### src/rtl/pipe_hazard_ctrl_pkg.sv
// Shared types and constants for the pipeline hazard controller.
package pipe_hazard_ctrl_pkg;

   localparam int unsigned TIMEOUT_DEFAULT = 255;
   localparam int unsigned REG_W           = 5;
   localparam int unsigned WD_W            = 8;
   localparam int unsigned CNT_W           = 16;

   typedef enum logic [1:0] {
      ST_RUN    = 2'd0,
      ST_ISTALL = 2'd1,
      ST_DSTALL = 2'd2,
      ST_HALT   = 2'd3
   } state_t;

   typedef enum logic [2:0] {
      CAUSE_NONE    = 3'd0,
      CAUSE_DSTALL  = 3'd1,
      CAUSE_LOADUSE = 3'd2,
      CAUSE_BRANCH  = 3'd3,
      CAUSE_ISTALL  = 3'd4,
      CAUSE_HALT    = 3'd5
   } cause_t;

   typedef struct packed {
      logic pc_write;
      logic ifid_write;
      logic idex_write;
      logic exmem_write;
      logic ifid_flush;
      logic idex_flush;
      logic memwb_flush;
      logic imem_abort;
   } ctrl_t;

   typedef struct packed {
      cause_t cause;
      ctrl_t  ctrl;
   } decode_t;

   // Free-running pipeline: every stage advances, nothing squashed.
   localparam ctrl_t CTRL_RUN = '{
      pc_write:    1'b1,
      ifid_write:  1'b1,
      idex_write:  1'b1,
      exmem_write: 1'b1,
      ifid_flush:  1'b0,
      idex_flush:  1'b0,
      memwb_flush: 1'b0,
      imem_abort:  1'b0
   };

endpackage

### src/rtl/sat_counter16.sv
// 16-bit event counter that sticks at all-ones.
module sat_counter16
   import pipe_hazard_ctrl_pkg::*;
(
   input  logic             clk,
   input  logic             rst,
   input  logic             inc,
   output logic [CNT_W-1:0] count
);

   localparam logic [CNT_W-1:0] CNT_MAX = '1;

   always_ff @(posedge clk) begin
      if (!rst) begin
         count <= '0;
      end else if (inc && (count != CNT_MAX)) begin
         count <= count + CNT_W'(1);
      end
   end

endmodule

### src/rtl/pipe_hazard_ctrl.sv
// Pipeline stall/flush controller: prioritised hazard decode, stall watchdog
// with sticky halt, and saturating stall/flush statistics.
module pipe_hazard_ctrl
   import pipe_hazard_ctrl_pkg::*;
#(
   parameter int unsigned TIMEOUT = TIMEOUT_DEFAULT
) (
   input  logic             clk,
   input  logic             rst,
   input  logic             IDEX_MemRead,
   input  logic [REG_W-1:0] IDEX_rt,
   input  logic [REG_W-1:0] IFID_rs,
   input  logic [REG_W-1:0] IFID_rt,
   input  logic             branch_taken,
   input  logic             imem_ready,
   input  logic             dmem_req,
   input  logic             dmem_ready,
   output logic             PC_Write,
   output logic             IFID_Write,
   output logic             IDEX_Write,
   output logic             EXMEM_Write,
   output logic             IFID_Flush,
   output logic             IDEX_Flush,
   output logic             MEMWB_Flush,
   output logic             imem_abort,
   output logic             err_timeout,
   output logic [CNT_W-1:0] stall_cycles,
   output logic [CNT_W-1:0] flush_count
);

   localparam logic [WD_W-1:0] WD_LIMIT = WD_W'(TIMEOUT - 1);

   // Highest-priority hazard wins; a masked branch is simply re-presented later.
   function automatic decode_t hazard_decode(
      input state_t           st,
      input logic             mem_read,
      input logic [REG_W-1:0] ex_rt,
      input logic [REG_W-1:0] id_rs,
      input logic [REG_W-1:0] id_rt,
      input logic             br_taken,
      input logic             i_ready,
      input logic             d_req,
      input logic             d_ready
   );
      decode_t d;
      logic    load_use;
      d.cause  = CAUSE_NONE;
      d.ctrl   = CTRL_RUN;
      load_use = mem_read && (ex_rt != '0) && ((ex_rt == id_rs) || (ex_rt == id_rt));
      if (st == ST_HALT) begin
         d.cause = CAUSE_HALT;
         d.ctrl  = '0;
      end else if (d_req && !d_ready) begin
         d.cause            = CAUSE_DSTALL;
         d.ctrl.pc_write    = 1'b0;
         d.ctrl.ifid_write  = 1'b0;
         d.ctrl.idex_write  = 1'b0;
         d.ctrl.exmem_write = 1'b0;
         d.ctrl.memwb_flush = 1'b1;
      end else if (load_use) begin
         d.cause            = CAUSE_LOADUSE;
         d.ctrl.pc_write    = 1'b0;
         d.ctrl.ifid_write  = 1'b0;
         d.ctrl.idex_flush  = 1'b1;
      end else if (br_taken) begin
         d.cause            = CAUSE_BRANCH;
         d.ctrl.ifid_flush  = 1'b1;
         d.ctrl.imem_abort  = 1'b1;
      end else if (!i_ready) begin
         d.cause            = CAUSE_ISTALL;
         d.ctrl.pc_write    = 1'b0;
         d.ctrl.ifid_flush  = 1'b1;
      end
      return d;
   endfunction

   state_t          state;
   state_t          state_nxt;
   logic [WD_W-1:0] wd;
   logic [WD_W-1:0] wd_nxt;
   logic            err_nxt;
   decode_t         dec;
   state_t          stall_state;
   logic            mem_stall;
   logic            stall_inc;
   logic            flush_inc;

   always_ff @(posedge clk) begin
      if (!rst) begin
         state       <= ST_RUN;
         wd          <= '0;
         err_timeout <= 1'b0;
      end else begin
         state       <= state_nxt;
         wd          <= wd_nxt;
         err_timeout <= err_nxt;
      end
   end

   always_comb begin
      dec = hazard_decode(state, IDEX_MemRead, IDEX_rt, IFID_rs, IFID_rt,
                          branch_taken, imem_ready, dmem_req, dmem_ready);

      PC_Write    = dec.ctrl.pc_write;
      IFID_Write  = dec.ctrl.ifid_write;
      IDEX_Write  = dec.ctrl.idex_write;
      EXMEM_Write = dec.ctrl.exmem_write;
      IFID_Flush  = dec.ctrl.ifid_flush;
      IDEX_Flush  = dec.ctrl.idex_flush;
      MEMWB_Flush = dec.ctrl.memwb_flush;
      imem_abort  = dec.ctrl.imem_abort;

      state_nxt   = state;
      wd_nxt      = wd;
      err_nxt     = err_timeout;
      stall_state = ST_RUN;
      mem_stall   = 1'b0;

      case (dec.cause)
         CAUSE_DSTALL: begin
            mem_stall   = 1'b1;
            stall_state = ST_DSTALL;
         end
         CAUSE_ISTALL: begin
            mem_stall   = 1'b1;
            stall_state = ST_ISTALL;
         end
         default: ;
      endcase

      // Watchdog tracks consecutive cycles of the same memory-stall cause.
      if (state != ST_HALT) begin
         if (mem_stall) begin
            wd_nxt = (state == stall_state) ? wd + WD_W'(1) : WD_W'(1);
            if (wd == WD_LIMIT) begin
               state_nxt = ST_HALT;
               err_nxt   = 1'b1;
            end else begin
               state_nxt = stall_state;
            end
         end else begin
            wd_nxt    = '0;
            state_nxt = ST_RUN;
         end
      end

      stall_inc = (dec.cause == CAUSE_DSTALL) || (dec.cause == CAUSE_LOADUSE) ||
                  (dec.cause == CAUSE_ISTALL);
      flush_inc = (dec.cause == CAUSE_BRANCH);
   end

   sat_counter16 u_stall_cnt (
      .clk   (clk),
      .rst   (rst),
      .inc   (stall_inc),
      .count (stall_cycles)
   );

   sat_counter16 u_flush_cnt (
      .clk   (clk),
      .rst   (rst),
      .inc   (flush_inc),
      .count (flush_count)
   );

endmodule

### config.mk
export PLATFORM = sky130hd
export DESIGN_NAME = pipe_hazard_ctrl
export DESIGN_NICKNAME = d
export VERILOG_FILES = /design/src/rtl/pipe_hazard_ctrl_pkg.sv /design/src/rtl/sat_counter16.sv /design/src/rtl/pipe_hazard_ctrl.sv
export SDC_FILE = /design/constraint.sdc
export NUM_CORES = 1
export LEC_CHECK = 0
export ABC_AREA = 1
export BUFFER_PORTS_ARGS = -buffer_cell sky130_fd_sc_hd__buf_4
export CAP_MARGIN = 15
export CORE_MARGIN = 2
export CORE_UTILIZATION = 50
export CTS_BUF_LIST = sky130_fd_sc_hd__clkbuf_16
export DETAILED_ROUTE_END_ITERATION = 8
export PLACE_DENSITY = 0.83
export RECOVER_POWER = 50
export SLEW_MARGIN = 40
export SYNTH_ARGS = -nofsm -noshare
export SYNTH_HDL_FRONTEND = slang
export SYNTH_HIERARCHICAL = 1
export SYNTH_SLANG_ARGS = --single-unit
### constraint.sdc
create_clock -name clk -period 2 [get_ports clk]
set_input_delay 0.1 -clock clk [delete_from_list [all_inputs] [get_ports clk]]
set_output_delay 0.1 -clock clk [all_outputs]
set_load 0.005 [all_outputs]
Word level (Yosys, flattened, before mapping)
Index checks and enable logic that the tools add are counted.

Logic and storage cells: 55. Input port bits: 22. Output and inout port bits: 41. Bits in registers: 43.

Muxes and demuxes: 23. Add/subtract/negate cells: 3. Reductions and logical operators: 12. Equality and inequality tests: 12.

Operators with widths (number): 16-bit by 1-bit adder with 16-bit output, second input constant (2); 16-bit inequality test, second input constant (2); 8-bit two-way mux (2); 1-bit two-way mux (11); 11-bit two-way mux (1); 5-bit equality test (2); 8-bit by 1-bit adder with 8-bit output, second input constant (1); 8-bit equality test, second input constant (1); 2-bit two-way mux (4); 4-bit two-way mux (2); 3-bit by 2-bit equality test with 1-bit output, second input constant (2); 1-bit logical AND (5); 5-bit two-way mux (1); 5-bit nonzero test (1); 2-bit one-hot mux with 2 select lines (1); 3-bit by 1-bit equality test with 1-bit output, second input constant (1); 3-bit equality test, second input constant (1); 1-bit logical OR (3); 3-bit two-way mux (1); 3-bit AND reduction (1); 2-bit equality test (1); 2-bit equality test, second input constant (1); 2-bit inequality test, second input constant (1); 2-bit OR reduction (1); 1-bit zero test (1).

Longest topological paths before layout
Gate-level depths: netlist of the first run.

Depth in word-level cells: 11. Mapped depth: 21. Mapped depth without buffers: 20.

By module
The synthesis of the first run kept the hierarchy.

Modules (own cells, without submodules): sat_counter16 (instances 2, cells each 149, area each 996.0 sq um, seq. area each 320.3 sq um); pipe_hazard_ctrl (instances 1, cells each 160, area each 948.4 sq um, seq. area each 220.2 sq um).

Worst setup path before layout of the first run
OpenSTA, ideal clock, no wires.

Path kind: register to register. Start: register state[0]. End: register u_stall_cnt.count[13]. Clock period less this slack: 1.953 ns. Setup slack: 0.047 ns. Arrival: 1.838 ns. Library setup time: 0.115 ns. Required time: 1.885 ns. Cell stages (with the launch flop): 17. Buffers on the path: 1. Path through: dfxtp_1 > nand2_2 > inv_2 > nor2_8 > nand2_4 > nor2_4 > nand2_2 > inv_1 > nor2_1 > nand2_1 > buf_4 > nand3_1 > or2_0 > nor2_1 > nand3_1 > nand2_1 > nor2_1.

Cells in the longest elaborated chain, start to end: 6. Elaborated cells on any way between the ends: 8. Classes of those cells: eq/ne: 4; mux: 1; reduce/logical: 3.

RTL lines: start: declaration (RTL line pipe_hazard_ctrl.sv:77) `state_t state;`; start signal: assignment (RTL line pipe_hazard_ctrl.sv:94) `state <= state_nxt;`; 2-bit equality test (*) (RTL line pipe_hazard_ctrl.sv:50) `if (st == ST_HALT) begin`; 11-bit two-way mux (*) (RTL line pipe_hazard_ctrl.sv:50); 3-bit by 1-bit equality test with 1-bit output / 3-bit by 2-bit equality test with 1-bit output (equally long branches) (RTL line pipe_hazard_ctrl.sv:147) `stall_inc = (dec.cause == CAUSE_DSTALL) || (dec.cause == CAUSE_LOADUSE) ||`; 1-bit logical OR (RTL line pipe_hazard_ctrl.sv:147); 1-bit logical OR (*) (RTL line pipe_hazard_ctrl.sv:147); named net stall_inc (RTL line pipe_hazard_ctrl.sv:85) `logic stall_inc;`; 1-bit logical AND (*) (RTL line sat_counter16.sv:16) `end else if (inc && (count != CNT_MAX)) begin`; end signal: assignment (RTL line sat_counter16.sv:17) `count <= count + CNT_W'(1);`; end: declaration (RTL line sat_counter16.sv:8) `output logic [CNT_W-1:0] count`.

Mark *: on every way through the listed nets, which the timed path passes. The rest lies on a longest branch. A chain may end at the register's enable or synchronous reset.

Worst setup path in the final report of the first run
Same ends and word-level chain as after synthesis.

==> key figures, run 1 <==
Worst setup path
  – Worst path cell trace: nand2_4 > inv_4 > nor2_8 > nand2_4 > nor2_4 > nand2_2 > inv_1 > nor2_1 > nand2_2 > nand3_2 > or2_0 > nor2_1 > nand3_1 > nand2_1 > nor2_1
  – Worst-path maximum fanout: 6
  – Cell type group with the largest total delay on the critical path: simple AND/OR/NAND/NOR gates
  – Combined buffer and inverter count along the critical path: 2
  – Worst reg2reg path startpoint: state[0]
  – Stages on the worst setup path: 15
  – Kind of capture point of the worst setup path: register
  – Crit Reg-Reg Endpoint: u_stall_cnt/count[13]
  – Critical path launch point type: register
  – Worst Setup Path Type: register to register
  – Reg2reg path depth: 15
  – CP max-delay cell: sky130_fd_sc_hd__dfxtp_4
  – Required time of the critical path: 2.18 ns
  – Cell mode on critical path: sky130_fd_sc_hd__nor2_1
  – Setup slack of the most critical reg-to-reg path: 0.09 ns
  – Arrival time at the worst endpoint: 2.09 ns
  – Maximum cell stage delay along the critical path: 0.36 ns

Die
  – Io pins: 63
  – Placeable core area: 5610 um^2
  – Standard-cell row count: 27
  – Initial core utilization: 52.4%
  – Die span in x: 80.7 um
  – Total Die Area: 6510 um^2
  – Y dimension of the die: 80.7 um

Yosys
  – Flip-flop and latch count after synthesis: 43
  – Number of instances in the synthesized netlist: 458
  – Synth Net Count: 484
  – Netlist area before placement: 2940 um^2
  – Yosys warning total: 6
  – Area fraction in and, or, nand and nor cells after synthesis: 53.1%
  – Yosys cell types: 28
  – Share of cell area taken by muxes after synthesis: 0%
  – Adder-cell share of the synthesized area: 1.70%
  – Combinational family with the most area after synthesis: simple AND/OR/NAND/NOR gates
  – Share of the synthesized area in compound gates (AO/OA/AOI/OAI): 5.19%
  – Avg Inst Size Synth: 6.42 um^2
  – Share of the yosys chip area belonging to registers: 29.3%
  – Area share of xor/xnor cells in the synthesized design: 1.49%

STA
  – Tcrit/Tclk final: 95.5%
  – Max-slew headroom: 73.2%
  – Worst clock skew: 0.00670 ns
  – Number of setup violations in the final report: 0
  – Transition at the pin with the smallest max-transition slack: 0.402 ns
  – Worst path setup slack after routing: 0.0895 ns
  – Time the worst path needs with I/O delays and setup: 1.91 ns
  – Setup total negative slack: 0 ns
  – Final number of max-transition violations: 0
  – Timing-limited maximum frequency: 0.523 GHz
  – Final Hold Viols: 0

Clocking
  – Clk sink count: 43
  – Max Root-Sink Buffers: 2
  – Total clock buffers created by CTS: 5
  – TritonCTS clock tree: built
  – Clock latency of the later-clocked register in the worst-skew pair: 0.28 ns
  – Number of hold buffers added after cts: 0
  – CTS clock-pin slew for the worst setup and hold paths: 0.06 ns
  – Number of H-tree levels: 2
  – Root Buffer Master: sky130_fd_sc_hd__clkbuf_16

Layout
  – Non-filler cells in the finished layout: 602
  – NumNets Final: 555
  – Total non-filler cell area in the finished layout: 3630 um^2
  – Share of final-layout standard cells stronger than drive strength 1: 24.9%
  – Area added between synthesis and finish: 23.4%
  – Diodes inserted: 0

Drt
  – DRT iter0 DRCs: 155
  – Number of design rule violations left after detail routing: 0
  – Detailed-route wire length: 6.96 mm
  – Total number of vias: 3027
  – First-pass detailed-route iteration total: 7
  – Wire length per cell: 11.6 um
  – Remaining number of nets flagged by the antenna check after routing: 0
  – Routed via count divided by cell count: 5.03

Run
  – Number of max-cap violations: 0

Power
  – Total leakage power: 1.74 nW
  – Peak supply drop: 0.361 mV
  – Power per cell area: 528 nW/um^2
  – Total Power Consumption: 1.92 mW

Global routing
  – Pin count of the biggest net entering global routing: 35
  – Antenna violations before repair: 0
  – GRT Overall Usage: 22.5%
  – Vias in the first global route: 2835
  – First-pass GRT wire length: 11.8 mm
  – Grt total ovfl: 0

Placement
  – Total of buffers placed on input and output ports: 62
  – Placed insts: 591
  – Worst setup slack before clock tree synthesis: -0.0576 ns
  – Placed Instance Area: 3450 um^2
  – Final estimated routing congestion in global placement: 0.908
  – Sum of net half-perimeters after detailed placement: 5.21 mm

Run status
  – Outcome: finished, final reports clean

Worst hold path
  – Start point of the worst hold path: rst
  – Hold-critical path endpoint: state[0]
  – Tightest Hold Check Type: input port to register
  – Depth of the worst hold-timing path: 3
==> cell usage in the layout, fill, tap and decap left out, types with 2 or more instances in the layout <==
cell                        instances
sky130_fd_sc_hd__xor2_1             2
sky130_fd_sc_hd__nor2_1            94
sky130_fd_sc_hd__nand3_1           32
sky130_fd_sc_hd__nand4_1           13
sky130_fd_sc_hd__clkbuf_16          5
sky130_fd_sc_hd__nor2_2            14
sky130_fd_sc_hd__clkbuf_4          32
sky130_fd_sc_hd__a21oi_1           23
sky130_fd_sc_hd__nor3_1             4
sky130_fd_sc_hd__or2_0              2
sky130_fd_sc_hd__nor2_8             3
sky130_fd_sc_hd__nor2_4            12
sky130_fd_sc_hd__xnor2_1            3
sky130_fd_sc_hd__nand2_1          128
sky130_fd_sc_hd__dfxtp_1           42
sky130_fd_sc_hd__nand2_4            6
sky130_fd_sc_hd__buf_4             38
sky130_fd_sc_hd__nand2_2           12
sky130_fd_sc_hd__nand4_2            2
sky130_fd_sc_hd__inv_1             46
sky130_fd_sc_hd__ha_1               4
==> timing repair <==
item,CTS,global route
endpoints found under the setup margin,0,8
resized for setup,0,6
setup buffers,0,3
==> registers in the layout, indices dropped and copies added, names as in the netlist <==
register	count
err_timeout	1
wd	8
state	2
u_flush_cnt/count	16
u_stall_cnt/count	16
==> how the worst max path moves through the flow <==
stage               start                    end  slack (ns)
2_1_floorplan    state[0]  u_stall_cnt/count[13]        0.05
3_3_place_gp   IDEX_rt[0]  u_stall_cnt/count[13]        0.08
3_5_place_dp   IDEX_rt[2]  u_stall_cnt/count[13]       -0.06
4_1_cts          state[0]  u_stall_cnt/count[13]        0.02
5_1_grt          state[0]  u_stall_cnt/count[13]       -0.06
6_report         state[0]  u_stall_cnt/count[13]        0.09
==> synthesized netlist by cell type <==
cell                       count  area [um^2]
sky130_fd_sc_hd__nor2_1       94          353
sky130_fd_sc_hd__nor2_8        3         60.1
sky130_fd_sc_hd__nand4_1      13         81.3
sky130_fd_sc_hd__a21oi_4       1         16.3
sky130_fd_sc_hd__dfxtp_1      43          861
sky130_fd_sc_hd__nand2_4       5         56.3
sky130_fd_sc_hd__nor2_4       12          135
sky130_fd_sc_hd__nor2_2       14         87.6
sky130_fd_sc_hd__nand4_2       2         25.0
sky130_fd_sc_hd__xor2_1        2         17.5
sky130_fd_sc_hd__o21a_1        1         7.51
sky130_fd_sc_hd__inv_1        45          169
sky130_fd_sc_hd__nand2_1     129          484
sky130_fd_sc_hd__or2_0         2         12.5
sky130_fd_sc_hd__buf_12        2         40.0
sky130_fd_sc_hd__a21oi_2       1         8.76
sky130_fd_sc_hd__nand3b_1      1         7.51
sky130_fd_sc_hd__inv_2         2         7.51
sky130_fd_sc_hd__o21ai_1       1         5.00
sky130_fd_sc_hd__clkbuf_8      2         27.5
sky130_fd_sc_hd__clkinv_1      1         3.75
sky130_fd_sc_hd__nand2_2      12         75.1
sky130_fd_sc_hd__ha_1          4         50.1
sky130_fd_sc_hd__a21oi_1      23          115
sky130_fd_sc_hd__nor3_1        4         20.0
sky130_fd_sc_hd__nand3_1      33          165
sky130_fd_sc_hd__buf_4         3         22.5
sky130_fd_sc_hd__xnor2_1       3         26.3
==> report_power, final <==
part / internal, mW / switching, mW
combinational: 0.116 / 0.136
sequential: 0.868 / 0.0157
clock: 0.455 / 0.326
total: 1.44 / 0.477
==> through the flow <==
stage | utilization (%) | hold slack, ns
after CTS | 64.1 | 0.220
final | 64.7 | 0.222
after detailed placement | 61.5 | 0.448
after global routing | 64.7 | 0.239
after global placement | 61.5 | 0.445
after floorplan | - | 0.198
==> final cells by class <==
| class | instances | area, um^2 |
|---|---|---|
| flip-flops and latches | 43 | 865 |
| clock inverters | 3 | 16.3 |
| inverters | 48 | 183 |
| fillers | 520 | 1980 |
| repair buffers | 71 | 529 |
| multi-input cells | 360 | 1820 |
| well taps | 72 | 90.1 |
| clock buffers | 5 | 125 |
==> logic make-up after synthesis <==
group           Yosys count
flops                    43
buf+inv                  55
fa+ha+maj                 4
xor+xnor                  5
simple gates            324
compound gates           27
==> routing by layer <==
| layer | track usage [%] | vias to the layer above | wire length, um |
|---|---|---|---|
| met5 | 0 | - | 0 |
| met4 | 6.78 | 0 | 42 |
| met3 | 3.03 | 4 | 356 |
| met2 | 41.1 | 84 | 3420 |
| met1 | 27.1 | 1358 | 3140 |
| li1 | - | 1581 | - |
==> worst register-to-register path, cell delays in order, from the launching register on <==
cell	delay [ns]
sky130_fd_sc_hd__dfxtp_4	0.36
sky130_fd_sc_hd__nand2_4	0.08
sky130_fd_sc_hd__inv_4	0.05
sky130_fd_sc_hd__nor2_8	0.11
sky130_fd_sc_hd__nand2_4	0.08
sky130_fd_sc_hd__nor2_4	0.10
sky130_fd_sc_hd__nand2_2	0.05
sky130_fd_sc_hd__inv_1	0.08
sky130_fd_sc_hd__nor2_1	0.05
sky130_fd_sc_hd__nand2_2	0.13
sky130_fd_sc_hd__nand3_2	0.09
sky130_fd_sc_hd__or2_0	0.25
sky130_fd_sc_hd__nor2_1	0.16
sky130_fd_sc_hd__nand3_1	0.10
sky130_fd_sc_hd__nand2_1	0.07
sky130_fd_sc_hd__nor2_1	0.04
Power figures use the tool's default switching activity.
==> inputs of run 2 (changes only) <==
--- a/config.mk
+++ b/config.mk
@@ -9,11 +9,12 @@
 export BUFFER_PORTS_ARGS = -buffer_cell sky130_fd_sc_hd__buf_4
 export CAP_MARGIN = 15
 export CORE_MARGIN = 2
-export CORE_UTILIZATION = 50
+export CORE_UTILIZATION = 55
 export CTS_BUF_LIST = sky130_fd_sc_hd__clkbuf_16
 export DETAILED_ROUTE_END_ITERATION = 8
-export PLACE_DENSITY = 0.83
+export PLACE_DENSITY = 0.86
 export RECOVER_POWER = 50
+export SETUP_SLACK_MARGIN = 0.1
 export SLEW_MARGIN = 40
 export SYNTH_ARGS = -nofsm -noshare
 export SYNTH_HDL_FRONTEND = slang
==> constraint.sdc (replaced) <==
create_clock -name clk -period 1.9 [get_ports clk]
set_input_delay 0.095 -clock clk [delete_from_list [all_inputs] [get_ports clk]]
set_output_delay 0.095 -clock clk [all_outputs]
set_load 0.005 [all_outputs]
==> run 2 against run 1 <==
Against the previous run: combinational power up 9.2%; non-clock buffer count up 5; cell count up 0.50%; global-route usage up 0.87 points; first-iteration DRC count up 21%; largest power group unchanged.
==> key figures, run 2 (synthesized netlist as in run 1, its figures left out) <==
Run status
  – Outcome: finished, final reports clean

STA
  – Unrepaired setup endpoints after global routing: true
  – Timing-limited maximum frequency: 0.556 GHz (+6.3%)
  – Setup total negative slack: 0 ns (unchanged)
  – Final number of max-transition violations: 0 (unchanged)
  – Number of setup violations in the final report: 0 (unchanged)
  – Final Hold Viols: 0 (unchanged)
  – Max-slew headroom: 71.4% (-1.8 points)
  – Transition at the pin with the smallest max-transition slack: 0.429 ns (+0.0267 ns)
  – Tcrit/Tclk final: 94.6% (-0.95 points)
  – Time the worst path needs with I/O delays and setup: 1.80 ns (-0.114 ns)
  – Worst clock skew: 0.00520 ns (-0.00150 ns)

Clocking
  – TritonCTS clock tree: built
  – Clk sink count: 43 (unchanged)
  – Total clock buffers created by CTS: 5 (unchanged)
  – Root Buffer Master: sky130_fd_sc_hd__clkbuf_16
  – Number of H-tree levels: 2 (unchanged)
  – Clock latency of the later-clocked register in the worst-skew pair: 0.28 ns (about the same)
  – CTS clock-pin slew for the worst setup and hold paths: 0.06 ns (about the same)
  – Max Root-Sink Buffers: 2 (unchanged)

Placement
  – Total of buffers placed on input and output ports: 62 (unchanged)
  – Final estimated routing congestion in global placement: 0.926 (+2.0%)
  – Placed insts: 589 (-0.34%)
  – Placed Instance Area: 3460 um^2 (+0.40%)
  – Sum of net half-perimeters after detailed placement: 5.07 mm (-2.7%)

Layout
  – Fill cell total of the finished layout: 422 (-19%)
  – Share of final-layout standard cells stronger than drive strength 1: 27.9% (+2.9 points)
  – Diodes inserted: 0 (unchanged)
  – Highest-count cells in the layout ignoring fill and taps: sky130_fd_sc_hd__nand2_1 (127), sky130_fd_sc_hd__nor2_1 (88), sky130_fd_sc_hd__inv_1 (44), sky130_fd_sc_hd__buf_4 (44), sky130_fd_sc_hd__dfxtp_1 (41)
  – Most common cell after layout, fill and taps aside: sky130_fd_sc_hd__nand2_1
  – Total non-filler cell area in the finished layout: 3720 um^2 (+2.5%)
  – Biggest registers after layout: u_flush_cnt/count x16, u_stall_cnt/count x16, wd x8
  – Flip-flop and latch area: 868 um^2 (+0.43%)
  – Area added between synthesis and finish: 26.5%
  – Final cell utilization of the core: 72.4% (+7.6 points)
  – NumNets Final: 560 (+0.90%)
  – Non-filler cells in the finished layout: 605 (+0.50%)
  – Area used by multi-input combinational logic: 1870 um^2 (+2.6%)

Die
  – Io pins: 63 (unchanged)
  – Initial core utilization: 57.2% (+4.8 points)
  – Placeable core area: 5140 um^2 (-8.3%)
  – Total Die Area: 5950 um^2 (-8.7%)
  – Y dimension of the die: 77.1 um (-4.4%)
  – Die span in x: 77.1 um (-4.4%)
  – Standard-cell row count: 26 (-3.7%)

Power
  – Peak supply drop: 0.483 mV (+34%)
  – Share of total power in combinational logic: 13.5% (+0.4 points)
  – Total leakage power: 1.78 nW (+2.2%)
  – Portion of total power attributed to the clock network: 40.9% (about the same)
  – Net switching component of the power: 0.514 mW (+7.7%)
  – Power per cell area: 546 nW/um^2 (+3.5%)
  – Part of the power in registers: 45.6% (-0.5 points)
  – Internal power component: 1.52 mW (+5.5%)
  – Switching share of power: 25.3% (+0.39 points)

Drt
  – Routed via count divided by cell count: 5.07 (+0.88%)
  – Wire length per cell: 11.5 um (-0.70%)
  – Number of design rule violations left after detail routing: 0 (unchanged)
  – Detailed-route wire length: 6.95 mm (-0.20%)
  – DRT iter0 DRCs: 188 (+21%)
  – Total number of vias: 3069 (+1.4%)
  – First-pass detailed-route iteration total: 5 (-2)
  – Remaining number of nets flagged by the antenna check after routing: 0 (unchanged)

Worst setup path
  – CP max-delay cell: sky130_fd_sc_hd__dfxtp_4
  – Required time of the critical path: 2.08 ns (-0.10 ns)
  – Maximum cell stage delay along the critical path: 0.35 ns (about the same)
  – Combined buffer and inverter count along the critical path: 2 (unchanged)
  – Critical path launch point type: register
  – Arrival time at the worst endpoint: 1.98 ns (-0.11 ns)
  – Kind of capture point of the worst setup path: register
  – Cell mode on critical path: sky130_fd_sc_hd__nand2_4
  – Cell type group with the largest total delay on the critical path: simple AND/OR/NAND/NOR gates
  – Worst Setup Path Type: register to register
  – Worst-path maximum fanout: 5 (-1)
  – Worst path cell trace: nand2_4 > inv_8 > nor2_8 > nand2_4 > nor2_4 > nand2_4 > inv_4 > nor2_4 > nand2_4 > nand3_2 > or2_0 > nor2_1 > nand3_1 > nand2_1 > nor2_1

Global routing
  – Grt total ovfl: 0 (unchanged)
  – Pin count of the biggest net entering global routing: 35 (unchanged)
  – Vias in the first global route: 2737 (-3.5%)
  – Antenna violations before repair: 0 (unchanged)
  – First-pass GRT wire length: 11.7 mm (-1.1%)
  – GRT Overall Usage: 23.3% (+0.87 points)

Run
  – Number of max-cap violations: 0 (unchanged)

Worst hold path
  – Tightest Hold Check Type: input port to register
run 2: routing by layer:
metal	vias to the layer above	track usage [%]	share of wire (%)
met5	-	0	0
met2	76	41.8	51
met1	1396	28.3	43
met3	11	4.82	4.5
li1	1586	-	-
met4	0	6.43	1.5
run 2: timing repair:
| action | 4_1_cts | 5_1_grt |
|---|---|---|
| buffers inserted | 0 | 8 |
| setup endpoints to repair | 1 | 14 |
| pin swaps | 0 | 7 |
| hold buffers | 0 | 0 |
| gates resized for setup | 0 | 20 |
run 2: path summary, 6_finish.rpt:
check | from | to | slack, ns | depth (start not counted)
hold / removal | rst | u_flush_cnt/count[2] | 0.22 | 3
hold reg to reg | err_timeout | err_timeout | 0.45 | 2
setup / recovery | state[1] | u_stall_cnt/count[13] | 0.10 | 15
setup reg to reg | state[1] | u_stall_cnt/count[13] | 0.10 | 15
run 2: power groups by stage:
stage | registers, mW | clock network [mW] | logic (mW)
final | 0.927 | 0.830 | 0.274
after global routing | 0.929 | 0.884 | 0.307
after CTS | 0.930 | 0.854 | 0.257
after detailed placement | 0.950 | 0 | 0.255
after global placement | 0.950 | 0 | 0.248
after floorplan | 0.949 | 0 | 0.165
run 2: final cells by class:
class,instances,share of cell area [%]
Sequential cell,43,23.3
Timing Repair Buffer,76,15.1
Clock buffer,5,3.36
Tap cell,70,2.35
Multi-Input combinational cell,360,50.3
Inverter,48,5.11
Clock inverter,3,0.437
run 2: tightest hold or removal path, stage by stage:
cell	delay, ns
sky130_fd_sc_hd__buf_4	0.23
sky130_fd_sc_hd__nand2_1	0.11
sky130_fd_sc_hd__nor2_1	0.03
run 2: through the flow:
step,hold slack (ns),worst slack [ns],total power [mW]
after floorplan,0.193,0.0960,1.11
after global placement,0.442,0.0561,1.20
after detailed placement,0.444,-0.0396,1.21
after CTS,0.195,0.0981,2.04
after global routing,0.246,-0.0101,2.12
final,0.222,0.103,2.03
